`src/rtl/fifo_uart_tx_pkg.sv`:
```
// Shared definitions for the FIFO-draining UART transmitter.
// The PARITY state is only reached when UART_TX_PARITY_EN is defined.
package uart_pkg;

  // 3-bit FSM state encoding, exposed on the debug port of fifo_uart_tx
  typedef enum logic [2:0] {
    ST_IDLE   = 3'd0,
    ST_START  = 3'd1,
    ST_DATA   = 3'd2,
    ST_PARITY = 3'd3,
    ST_STOP   = 3'd4
  } uart_state_e;

  // UART line levels
  localparam logic LINE_IDLE  = 1'b1;
  localparam logic LINE_START = 1'b0;

endpackage

```
`src/rtl/fifo_uart_tx_if.sv`:
```
// FIFO read-side bundle between a first-word-fall-through FIFO and its drain stage.
//
// Handshake: fifo_data is valid whenever fifo_empty=0. The reader pops by raising
// fifo_r_en for exactly one cycle; the word presented in that cycle is consumed on
// the same rising edge, and the FIFO presents its next head word after that edge.
// fifo_r_en is never raised while fifo_empty=1.
interface fifo_uart_tx_if #(
  parameter int DATA_BITS = 8
);
  logic                 fifo_empty;
  logic [DATA_BITS-1:0] fifo_data;
  logic                 fifo_r_en;

  // drain stage (reader)
  modport master (input fifo_empty, input fifo_data, output fifo_r_en);
  // FIFO (storage side)
  modport slave  (output fifo_empty, output fifo_data, input fifo_r_en);
endinterface

```
`src/rtl/fifo_uart_tx_baud_cnt.sv`:
```
// Bit-period timer: counts 0..CLKS_PER_BIT-1 and pulses bit_done on the last count.
// Held at zero while clear is high so the first bit of a frame is always full length.
module uart_baud_cnt #(
  parameter int CLKS_PER_BIT = 16
) (
  input  logic clk,
  input  logic reset,
  input  logic clear,
  output logic bit_done
);
  localparam int CW = $clog2(CLKS_PER_BIT);
  localparam logic [CW-1:0] LAST = CW'(CLKS_PER_BIT - 1);

  logic [CW-1:0] cnt_q, cnt_d;

  assign bit_done = !clear && (cnt_q == LAST);

  // wrap on every bit boundary, hold at zero while cleared
  always_comb begin
    cnt_d = cnt_q + 1'b1;
    if (clear || bit_done) cnt_d = '0;
  end

  // counter register
  always_ff @(posedge clk) begin
    if (reset) cnt_q <= '0;
    else       cnt_q <= cnt_d;
  end
endmodule

```
`src/rtl/fifo_uart_tx.sv`:
```
// Drains a FWFT FIFO one byte at a time onto an 8N1 UART line, LSB first.
// Define UART_TX_PARITY_EN to insert an even-parity bit between data and stop.
module fifo_uart_tx
  import uart_pkg::*;
#(
  parameter int CLKS_PER_BIT = 16,
  parameter int DATA_BITS    = 8
) (
  input  logic                   clk,
  input  logic                   reset,
  fifo_uart_tx_if.master         fifo,
  output logic                   tx,
  output logic                   busy,
  output uart_state_e            state_o
);
  localparam int BCW = $clog2(DATA_BITS);
  localparam logic [BCW-1:0] LAST_BIT = BCW'(DATA_BITS - 1);

  uart_state_e          state_q, state_d;
  logic                 tx_q, tx_d;
  logic                 busy_q, busy_d;
  logic [DATA_BITS-1:0] shift_q, shift_d;
  logic [BCW-1:0]       bit_cnt_q, bit_cnt_d;
  logic                 pop;
  logic                 bit_done;
`ifdef UART_TX_PARITY_EN
  logic                 parity_q, parity_d;
`endif

  // baud timer only runs while a frame is on the line
  uart_baud_cnt #(.CLKS_PER_BIT(CLKS_PER_BIT)) u_baud (
    .clk      (clk),
    .reset    (reset),
    .clear    (state_q == ST_IDLE),
    .bit_done (bit_done)
  );

  assign fifo.fifo_r_en = pop;
  assign tx      = tx_q;
  assign busy    = busy_q;
  assign state_o = state_q;

  // next-state, line level and pop strobe
  always_comb begin
    state_d   = state_q;
    tx_d      = tx_q;
    busy_d    = busy_q;
    shift_d   = shift_q;
    bit_cnt_d = bit_cnt_q;
    pop       = 1'b0;
`ifdef UART_TX_PARITY_EN
    parity_d  = parity_q;
`endif
    case (state_q)
      ST_IDLE: begin
        tx_d = LINE_IDLE;
        if (!fifo.fifo_empty && !reset) begin
          pop       = 1'b1;
          shift_d   = fifo.fifo_data;
          tx_d      = LINE_START;
          busy_d    = 1'b1;
          bit_cnt_d = '0;
          state_d   = ST_START;
`ifdef UART_TX_PARITY_EN
          parity_d  = ^fifo.fifo_data;
`endif
        end
      end
      ST_START: begin
        if (bit_done) begin
          tx_d    = shift_q[0];
          state_d = ST_DATA;
        end
      end
      ST_DATA: begin
        if (bit_done) begin
          if (bit_cnt_q == LAST_BIT) begin
`ifdef UART_TX_PARITY_EN
            tx_d    = parity_q;
            state_d = ST_PARITY;
`else
            tx_d    = LINE_IDLE;
            state_d = ST_STOP;
`endif
          end else begin
            bit_cnt_d = bit_cnt_q + 1'b1;
            shift_d   = shift_q >> 1;
            tx_d      = shift_d[0];
          end
        end
      end
`ifdef UART_TX_PARITY_EN
      ST_PARITY: begin
        if (bit_done) begin
          tx_d    = LINE_IDLE;
          state_d = ST_STOP;
        end
      end
`endif
      ST_STOP: begin
        if (bit_done) begin
          busy_d  = 1'b0;
          state_d = ST_IDLE;
        end
      end
      default: begin
        tx_d    = LINE_IDLE;
        busy_d  = 1'b0;
        state_d = ST_IDLE;
      end
    endcase
  end

  // state and datapath registers; reset abandons any frame in flight
  always_ff @(posedge clk) begin
    if (reset) begin
      state_q   <= ST_IDLE;
      tx_q      <= LINE_IDLE;
      busy_q    <= 1'b0;
      shift_q   <= '0;
      bit_cnt_q <= '0;
`ifdef UART_TX_PARITY_EN
      parity_q  <= 1'b0;
`endif
    end else begin
      state_q   <= state_d;
      tx_q      <= tx_d;
      busy_q    <= busy_d;
      shift_q   <= shift_d;
      bit_cnt_q <= bit_cnt_d;
`ifdef UART_TX_PARITY_EN
      parity_q  <= parity_d;
`endif
    end
  end
endmodule

```
`src/flat_wrapper.sv`:
```
// flat-port wrapper written by rule: the top's interface ports become plain ports
module fifo_uart_tx_flat import uart_pkg::*;
#(
  parameter int CLKS_PER_BIT = 16,
  parameter int DATA_BITS    = 8
)
  (clk, reset, tx, busy, state_o, fifo_fifo_empty, fifo_fifo_data, fifo_fifo_r_en);
  fifo_uart_tx_if #(.DATA_BITS(DATA_BITS)) fifo_i ();
  input  logic clk;
  input  logic reset;
  output logic tx;
  output logic busy;
  output uart_state_e state_o;
  input wire logic [$bits(fifo_i.fifo_empty)-1:0] fifo_fifo_empty;
  input wire logic [$bits(fifo_i.fifo_data)-1:0] fifo_fifo_data;
  output wire logic [$bits(fifo_i.fifo_r_en)-1:0] fifo_fifo_r_en;
  assign fifo_i.fifo_empty = fifo_fifo_empty;
  assign fifo_i.fifo_data = fifo_fifo_data;
  assign fifo_fifo_r_en = fifo_i.fifo_r_en;
  fifo_uart_tx #(.CLKS_PER_BIT(CLKS_PER_BIT), .DATA_BITS(DATA_BITS)) u_core (.clk(clk), .reset(reset), .fifo(fifo_i), .tx(tx), .busy(busy), .state_o(state_o));
endmodule
```
`config.mk`:
```
export PLATFORM = sky130hd
export DESIGN_NAME = fifo_uart_tx_flat
export DESIGN_NICKNAME = d
export VERILOG_FILES = /design/src/rtl/fifo_uart_tx_pkg.sv /design/src/rtl/fifo_uart_tx_if.sv /design/src/rtl/fifo_uart_tx_baud_cnt.sv /design/src/rtl/fifo_uart_tx.sv /design/src/flat_wrapper.sv
export SDC_FILE = /design/constraint.sdc
export NUM_CORES = 1
export LEC_CHECK = 0
export BUFFER_PORTS_ARGS = -buffer_cell sky130_fd_sc_hd__buf_2
export CAP_MARGIN = 30
export CORE_MARGIN = 2
export CORE_UTILIZATION = 35
export CTS_CLUSTER_SIZE = 40
export DETAILED_ROUTE_END_ITERATION = 16
export MAX_ROUTING_LAYER = met4
export PLACE_DENSITY_LB_ADDON = 0.1
export SLEW_MARGIN = 20
export SYNTH_ARGS = -nofsm -noshare
export SYNTH_HDL_FRONTEND = slang
export SYNTH_HIERARCHICAL = 1
export SYNTH_SLANG_ARGS = --single-unit
```
`constraint.sdc`:
```
create_clock -name clk -period 2.81 [get_ports clk]
set_input_delay 0.281 -clock clk [delete_from_list [all_inputs] [get_ports clk]]
set_output_delay 0.281 -clock clk [all_outputs]
set_load 0.005 [all_outputs]
```
==> Word-level counts from Yosys, hierarchy flattened <==
Index checks and enable logic that the tools add are counted.
{ "op_classes": {"eq_ne": 11, "add_sub_neg": 2, "n_reduce_logical": 14, "muxes": 24, "bitwise_logic": 2} }
{ "ops": {"columns": ["operator", "count"], "rows": [
  ["2-to-1 mux 3 bit", 8],
  ["2-to-1 mux 8 bit", 3],
  ["case mux 8 bit (2 select lines)", 1],
  ["case mux 3 bit (4 select lines)", 1],
  ["2-to-1 mux 1 bit", 8],
  ["!= test 2 bit (second input constant)", 4],
  ["== test 3 bit (second input constant)", 2],
  ["case mux 3 bit (2 select lines)", 1],
  ["AND reduction 3 bit", 2],
  ["AND reduction 5 bit", 1],
  ["adder 4 x 1 -> 4 bit (second input constant)", 1],
  ["== test 4 bit (second input constant)", 1],
  ["!= test 2 x 1 -> 1 bit (second input constant)", 2],
  ["case mux 1 bit (4 select lines)", 1],
  ["AND reduction 4 bit", 1],
  ["OR reduction 2 bit", 2],
  ["adder 3 x 1 -> 3 bit (second input constant)", 1],
  ["== test 3 x 1 -> 1 bit (second input constant)", 1],
  ["== test 3 x 2 -> 1 bit (second input constant)", 1],
  ["logical NOT 1 bit", 3],
  ["logical NOT 3 bit", 1],
  ["case mux 1 bit (3 select lines)", 1],
  ["logical AND 1 bit", 2],
  ["inverter 1 bit", 2],
  ["other kinds (2)", 2]
]} }
{ "word_totals": {"out_inout_bits": 6, "wordCells": 59, "reg_bits": 20} }

==> Logic depth before layout (Yosys ltp) <==
Gate-level depths: netlist (run 1).
{ "logic_depth": {"word_depth": 5, "ltp_mapped": 9, "depth_no_buf": 6} }

==> Cells and area by module <==
Netlist (run 1), hierarchy kept.
{ "by_module_without_submodules": {"columns": ["module", "n_inst", "area_per_inst_um2", "cells_each"], "rows": [
  ["fifo_uart_tx", 1, 1039.7, 110],
  ["uart_baud_cnt", 1, 157.7, 16]
]} }

==> Worst setup path before layout (run 1) <==
OpenSTA, ideal clock, no wires.
{ "synth_path": {"path_kind": "register -> register", "start": "register u_core.state_q[0] (netlist: u_core/state_o[0])", "end": "register u_core.shift_q[0]", "arrival_time_ns": 1.961, "stages_incl_launch_ff": 10, "t_required_ns": 2.707, "setup_slack_ns": 0.746, "path_cell_list": "dfxtp_1 buf_4 clkbuf_1 nor3_1 nor2_1 and2_4 buf_6 o21a_4 buf_6 a2111oi_2"} }
{ "synth_between": {"elab_chain_len": 5, "elab_cells_between_ends": 10} }
{ "synth_lines": {"columns": ["item", "line", "rtl"], "rows": [
  ["start, declared", "fifo_uart_tx.sv:19", "uart_state_e state_q, state_d;"],
  ["start signal, assigned", "fifo_uart_tx.sv:126", "state_q <= state_d;"],
  ["logical NOT 3 bit", "fifo_uart_tx.sv:34", ".clear (state_q == ST_IDLE),"],
  ["logical NOT 1 bit", "fifo_uart_tx_baud_cnt.sv:16", "assign bit_done = !clear && (cnt_q == LAST);"],
  ["logical AND 1 bit", "fifo_uart_tx_baud_cnt.sv:16", null],
  ["named net u_core.bit_done", "fifo_uart_tx.sv:25", "logic bit_done;"],
  ["!= test 2 bit (no source line)", null, null],
  ["AND reduction 4 bit (no source line)", null, null],
  ["end signal, assigned", "fifo_uart_tx.sv:129", "shift_q <= shift_d;"],
  ["end, declared", "fifo_uart_tx.sv:22", "logic [DATA_BITS-1:0] shift_q, shift_d;"]
]} }
The timed path passes the listed nets, and every way through them passes these cells.
A chain may end at the register's enable or synchronous reset.

==> Final worst setup path (run 1) <==
{ "layout_path": {"start": "register u_core.state_q[1] (netlist: u_core/state_o[1])", "end": "register u_core.bit_cnt_q[2]"} }
{ "layout_between": {"elab_chain_len": 5, "elab_cells_between_ends": 10} }
{ "layout_lines": {"columns": ["item", "line", "rtl"], "rows": [
  ["logical NOT 3 bit", "fifo_uart_tx.sv:34", null],
  ["logical NOT 1 bit", "fifo_uart_tx_baud_cnt.sv:16", null],
  ["logical AND 1 bit", "fifo_uart_tx_baud_cnt.sv:16", null],
  ["named net u_core.bit_done", "fifo_uart_tx.sv:25", null],
  ["!= test 2 bit (no source line)", null, null],
  ["AND reduction 4 bit (no source line)", null, null],
  ["end signal, assigned", "fifo_uart_tx.sv:130", "bit_cnt_q <= bit_cnt_d;"],
  ["end, declared", "fifo_uart_tx.sv:23", "logic [BCW-1:0] bit_cnt_q, bit_cnt_d;"]
]} }
The timed path passes the listed nets, and every way through them passes these cells.

==> results of run 1 <==
==> area by class of cell <==
class	instances	share of cell area
Inverter	3	0.00851
Tap cell	46	0.0435
Timing Repair Buffer	18	0.0718
Sequential cell	20	0.302
Clock inverter	1	0.0227
Clock buffer	3	0.0170
Multi-Input combinational cell	92	0.534
==> per-layer routing <==
layer,global-route usage,share of wire,routed length [um],up-vias
li1,-,-,-,483
met1,0.174,0.49,1170,434
met2,0.194,0.46,1090,14
met3,0.0234,0.038,90,2
met4,0.0500,0.0089,21,0
met5,-,0,0,-
==> report_power, final <==
group	switching, W	total [W]	internal (W)	leakage, nW
registers	0.00000877	0.000305	0.000296	0.163
clock network	0.000101	0.000245	0.000144	0.0279
logic	0.0000451	0.0000808	0.0000357	0.308
total	0.000155	0.000631	0.000476	0.500
==> through the flow <==
stage | total power, W | setup WS, ns
floorplan | 0.000372 | 0.746
global placement | 0.000393 | 0.638
detailed placement | 0.000393 | 0.550
CTS | 0.000639 | 0.532
global route | 0.000663 | 0.373
finish | 0.000631 | 0.531
==> critical path: stages, from the launching register on <==
cell and delay [ns]:
dfxtp_1 0.72, nor3_1 0.20, nor2_1 0.51, and2_4 0.31, o21a_4 0.27, mux2i_1 0.20
==> flip-flops by register name, summed over array words and instances, names as in the netlist <==
register and count:
u_core/u_baud/cnt_q 4, u_core/shift_q 8, u_core/tx 1, u_core/state_o 3, u_core/busy 1, u_core/bit_cnt_q 3
==> cell usage after synthesis (all sizes together) <==
master	instances
nand3	6
mux2i	11
a21oi	3
o311ai	1
and2	2
a221o	1
buf	8
nand2	6
a2111oi	7
or3b	1
o21ai	1
a221oi	2
xor2	2
o221a	1
nor2	15
ha	3
dfxtp	20
xnor2	1
nor2b	2
o21a	1
clkbuf	3
o211a	1
inv	3
nand4	1
nor3	12
nand2b	1
or3	1
a211oi	3
nor3b	3
and3	1
o31ai	2
and3b	1
==> cells by family (layout without fill, tap and decap cells) <==
kind of cell | after synthesis | count (layout) | synth area share
DFF | 20 | 20 | 0.334
muxes | 11 | 11 | 0.0920
buffers and inverters | 14 | 25 | 0.0752
xor gates and xnor gates | 3 | 3 | 0.0219
and+or+nand+nor | 52 | 52 | 0.238
AOI/OAI and AO/OA | 23 | 23 | 0.207
adders and majority gates | 3 | 3 | 0.0314
==> worst max path at each step <==
| stage | from | end | slack, ns | cells past startpoint |
|---|---|---|---|---|
| global route | u_core/state_o[1]$_SDFFE_PP0P_ | u_core/shift_q[3]$_SDFFE_PP0P_ | 0.37 | 5 |
| floorplan | u_core/state_o[0]$_SDFFE_PP0P_ | u_core/shift_q[0]$_SDFFE_PP0P_ | 0.75 | 9 |
| global placement | u_core/state_o[1]$_SDFFE_PP0P_ | u_core/bit_cnt_q[1]$_SDFFE_PP0P_ | 0.64 | 5 |
| CTS | u_core/state_o[1]$_SDFFE_PP0P_ | u_core/bit_cnt_q[0]$_SDFFE_PP0P_ | 0.53 | 5 |
| detailed placement | u_core/state_o[1]$_SDFFE_PP0P_ | u_core/bit_cnt_q[0]$_SDFFE_PP0P_ | 0.55 | 5 |
| finish | u_core/state_o[1]$_SDFFE_PP0P_ | u_core/bit_cnt_q[2]$_SDFFE_PP0P_ | 0.53 | 5 |
==> metrics.md, run 1 <==
| Metric | Value |
|---|---|
| Status | `finished clean` |
| Wire length per cell | `12.9 um` |
| Leading post-synthesis cells by cell area | `dfxtp_1 33%, mux2i_1 9.2%, a2111oi_2 8.8%, nor2_1 4.4%, nor3_1 4.2%` |
| # Post-CTS Setup Buffers | `0` |
| Clock-pin slew on the worst setup and hold paths | `0.13 ns` |
| Area growth syn-to-layout | `10.6%` |
| H-tree Lvls | `1` |
| Clk buf depth | `2` |
| Crit share post-route | `0.811` |
| Worst IR Drop VDD | `169 uV` |
| Mean Syn Cell Area | `9.50 um2` |
| Area of the multi-input gates | `707 um2` |
| Final Cell Area | `0.00132 mm2` |
| Total grt overflow | `0` |
| Worst clock skew | `0.000823 ns` |
| Fillers | `381` |
| First-pass GRT wire length | `3.98 mm` |
| Total GRT Usage | `0.129` |
| # diodes | `0` |
| Share of the synthesized area in the top cell type | `0.334` |
| Leak Pwr | `0.500 nW` |
| Placed Area | `0.00127 mm2` |
| Post-route ant nets | `0` |
| Max Freq | `439 MHz` |
| PostCTS Resize Cnt | `0` |
| Total Die Area | `0.00391 mm2` |
| Die Y | `62.5 um` |
| Synth Register Bits | `20` |
| Inst Count DP | `179` |
| Hold WS | `0.211 ns` |
| Initial Util | `0.362` |
| Register area share after synthesis | `0.334` |
| Post-synthesis cell area | `0.00120 mm2` |
| Die width | `62.5 um` |
| Core footprint | `0.00331 mm2` |
| Hold Crit Class | `in2reg` |
| Clock Sinks | `20` |
| CTS tree | `built` |
| Non-filler cells in the finished layout | `183` |
| Antenna violations before repair | `0` |
| CP Capture Type | `flop` |
| Residual DRC count | `0` |
| CTS Buf Count | `3` |
| Period minus WS final | `2.28 ns` |
| Worst slew pin tran | `0.628 ns` |
| Layout Nets | `152` |
| Post-synthesis cell count | `126` |
| Layout cell share with drive strength beyond 1 | `0.270` |
| R2r startpoint | `u_core/state_o[1]$_SDFFE_PP0P_` |
| Type of origin of the critical path | `flop` |
| Drt pass-1 iters | `4` |
| Final setup viols | `0` |
| Max-slew violations | `0` |
| Row cnt | `21` |
| Iteration-0 DRC Markers | `53` |
| Post-synth net total | `140` |
| Worst EP arrival | `2.53 ns` |
| Commonest cells after routing, fill and taps aside | `20 x dfxtp_1, 16 x buf_2, 14 x nor2_1` |
| HPWL after DPL | `1.65 mm` |
| Min-delay src | `fifo_fifo_data[7]` |
| Reg area | `400 um2` |
| Hold-fix buffers at CTS | `0` |
| Post-synth top area cell | `dfxtp_1` |
| RR Endpoint | `u_core/bit_cnt_q[2]$_SDFFE_PP0P_` |
| Clock tree root buffer cell | `clkbuf_4` |
| Core Util, Final | `0.400` |
| Hold path depth | `3` |
| R2R setup slack | `0.53 ns` |
| CP required | `3.06 ns` |
| Power density cells | `477 mW/mm2` |
| Commonest non-fill, non-tap cell in the layout | `dfxtp_1` |
| Via density | `5.10` |
| Routed WL | `2.37 mm` |
| Unrepaired setup endpoints after global routing | `no` |
| Pin count of the biggest net entering global routing | `20` |
| Max_cap viols | `0` |
| Final Hold Viols | `0` |
| Port bufs | `16` |
| Gpl congestion | `0.712` |
| Later-pin clock latency in the skew report | `0.31 ns` |
| Yosys warns | `6` |
| CP Class | `reg2reg` |
| WHS Endpoint | `u_core/shift_q[7]$_SDFFE_PP0P_` |
| Sum of negative setup slack | `0 ns` |
| IO Pins | `17` |
| Vias | `933` |
| Rel. slew slack | `0.581` |
| Crit-path max FO | `17` |
| R2R depth | `5` |
| Distinct cells, synth | `39` |
| Number of global-route vias before repair | `821` |
(Power assumes the default switching activity.)
==> inputs of run 2 (changes only) <==
==> constraint.sdc (replaced) <==
create_clock -name clk -period 2.1 [get_ports clk]
set_input_delay 0.21 -clock clk [delete_from_list [all_inputs] [get_ports clk]]
set_output_delay 0.21 -clock clk [all_outputs]
set_load 0.005 [all_outputs]
==> run 2 against run 1 <==
Effect of this change: worst setup slack worse by 0.31 ns; count of clock-buffer cells in the layout grew 1; register-to-register slack worse by 0.31 ns; sequential cell count stayed put; critical path depth stayed put; sequential power rose by 33%; first-iteration DRC count down 53%; routed wire length is 1.4% higher; core utilization rose by 0.72 points; die area unchanged; combinational power up 40%; via count up 2.6%; critical path type unchanged; critical endpoint unchanged; highest routed layer unchanged.
==> metrics.md, run 2 (synthesis gave the netlist of run 1 again) <==
| Metric | Value |
|---|---|
| CP Capture Type | `flop` |
| Hold-fix buffers at CTS | `0` |
| Clock-pin slew on the worst setup and hold paths | `0.11 ns` |
| Later-pin clock latency in the skew report | `0.30 ns` |
| Pin count of the biggest net entering global routing | `19` |
| Rel. slew slack | `0.550` |
| Max reg flops | `8` |
| Crit-path max FO | `11` |
| CP required | `2.33 ns` |
| H-tree Lvls | `1` |
| Total GRT Usage | `0.136` |
| Layout Nets | `157` |
| Residual DRC count | `0` |
| Iteration-0 DRC Markers | `25` |
| CP Class | `reg2reg` |
| PostCTS Resize Cnt | `0` |
| Max-slew violations | `0` |
| Worst EP arrival | `2.11 ns` |
| Top flop regs | `u_core/shift_q x8, u_core/u_baud/cnt_q x4` |
| Power density cells | `556 mW/mm2` |
| Met3 wire length | `73 um` |
| Sum of negative setup slack | `0 ns` |
| Biggest register | `u_core/shift_q` |
| Initial Util | `0.362` |
| CTS tree | `built` |
| Row cnt | `21` |
| Clock tree root buffer cell | `clkbuf_4` |
| Met2 wire length | `1.09 mm` |
| Die width | `62.5 um` |
| Crit share post-route | `0.895` |
| Commonest non-fill, non-tap cell in the layout | `dfxtp_1` |
| Worst IR Drop VDD | `203 uV` |
| Total Die Area | `0.00391 mm2` |
| Type of origin of the critical path | `flop` |
| Reg area | `400 um2` |
| Antenna violations before repair | `0` |
| Unrepaired setup endpoints after global routing | `no` |
| Max_cap viols | `0` |
| Final Hold Viols | `0` |
| Wire length per cell | `12.8 um` |
| Top layer in use | `met4` |
| Worst slew pin tran | `0.671 ns` |
| Max Freq | `532 MHz` |
| First-pass GRT wire length | `4.15 mm` |
| Leak Pwr | `0.518 nW` |
| Final setup viols | `0` |
| Worst clock skew | `0.00593 ns` |
| Core Util, Final | `0.407` |
| Commonest cells after routing, fill and taps aside | `20 x dfxtp_1, 16 x buf_2, 13 x nor2_1` |
| Number of global-route vias before repair | `885` |
| Status | `finished clean` |
| Fillers | `356` |
| Area of the multi-input gates | `709 um2` |
| Hold WS | `0.155 ns` |
| Post-route ant nets | `0` |
| Area growth syn-to-layout | `12.5%` |
| CTS Buf Count | `3` |
| Via density | `5.09` |
| Port bufs | `16` |
| Clk buf depth | `2` |
| Drt pass-1 iters | `4` |
| Core footprint | `0.00331 mm2` |
| R2R setup slack | `0.22 ns` |
| Total power | `0.000749 W` |
| Vias | `957` |
| IO Pins | `17` |
| Met1 WL | `1.22 mm` |
| Gpl congestion | `0.745` |
| Die Y | `62.5 um` |
| Clock Sinks | `20` |
| Routed WL | `2.40 mm` |
| Period minus WS final | `1.88 ns` |
| # Post-CTS Setup Buffers | `0` |
| Total grt overflow | `0` |
| Hold Crit Class | `in2reg` |
| Layout cell share with drive strength beyond 1 | `0.303` |
| HPWL after DPL | `1.70 mm` |
| # diodes | `0` |
[run 2: cell types whose count changed in the layout (fill, tap and decap cells not counted)]
cell / change
nor2_1: -1
buf_4: +5
bufinv_16: -1
clkbuf_8: +1
nor2_2: +1
[run 2: path summary, 6_finish.rpt]
kind | start | end | cells after the start
worst max-delay path | u_core/bit_cnt_q[0]$_SDFFE_PP0P_ | u_core/bit_cnt_q[2]$_SDFFE_PP0P_ | 5
worst min-delay path | fifo_fifo_data[7] | u_core/shift_q[7]$_SDFFE_PP0P_ | 3
worst max register to register | u_core/bit_cnt_q[0]$_SDFFE_PP0P_ | u_core/bit_cnt_q[2]$_SDFFE_PP0P_ | 5
worst min register to register | u_core/u_baud/cnt_q[0]$_SDFF_PP0_ | u_core/u_baud/cnt_q[0]$_SDFF_PP0_ | 1
[run 2: stage by stage]
step	area (um2)	setup WS (ns)	instances
6_report	1350	0.221	188
4_1_cts	1350	0.161	188
3_5_place_dp	1310	0.188	184
5_1_grt	1350	0.104	188
3_3_place_gp	1310	0.265	184
2_1_floorplan	1200	0.0357	126
[run 2: worst max-delay path: stages, from the launching register on]
cell and delay (ns):
dfxtp_1 0.34, ha_1 0.20, ha_1 0.27, a211oi_4 0.45
o21a_4 0.33, mux2i_1 0.22
[run 2: cell type report]
cell class,instances,share of cell area
Clock buffer,4,0.0269
Sequential cell,20,0.297
Multi-Input combinational cell,92,0.526
Tap cell,46,0.0427
Inverter,3,0.00836
Timing Repair Buffer,23,0.0984
[run 2: layer usage]
layer | up-vias | track usage
met5 | - | -
met3 | 2 | 0.0252
met2 | 16 | 0.200
met4 | 0 | 0.0583
met1 | 446 | 0.183
li1 | 493 | -
[run 2: power by group]
group	internal [W]	leakage, nW	switching, W
logic	0.0000507	0.334	0.0000620
clock network	0.000106	0.0210	0.000124
registers	0.000396	0.163	0.0000108
total	0.000553	0.518	0.000197
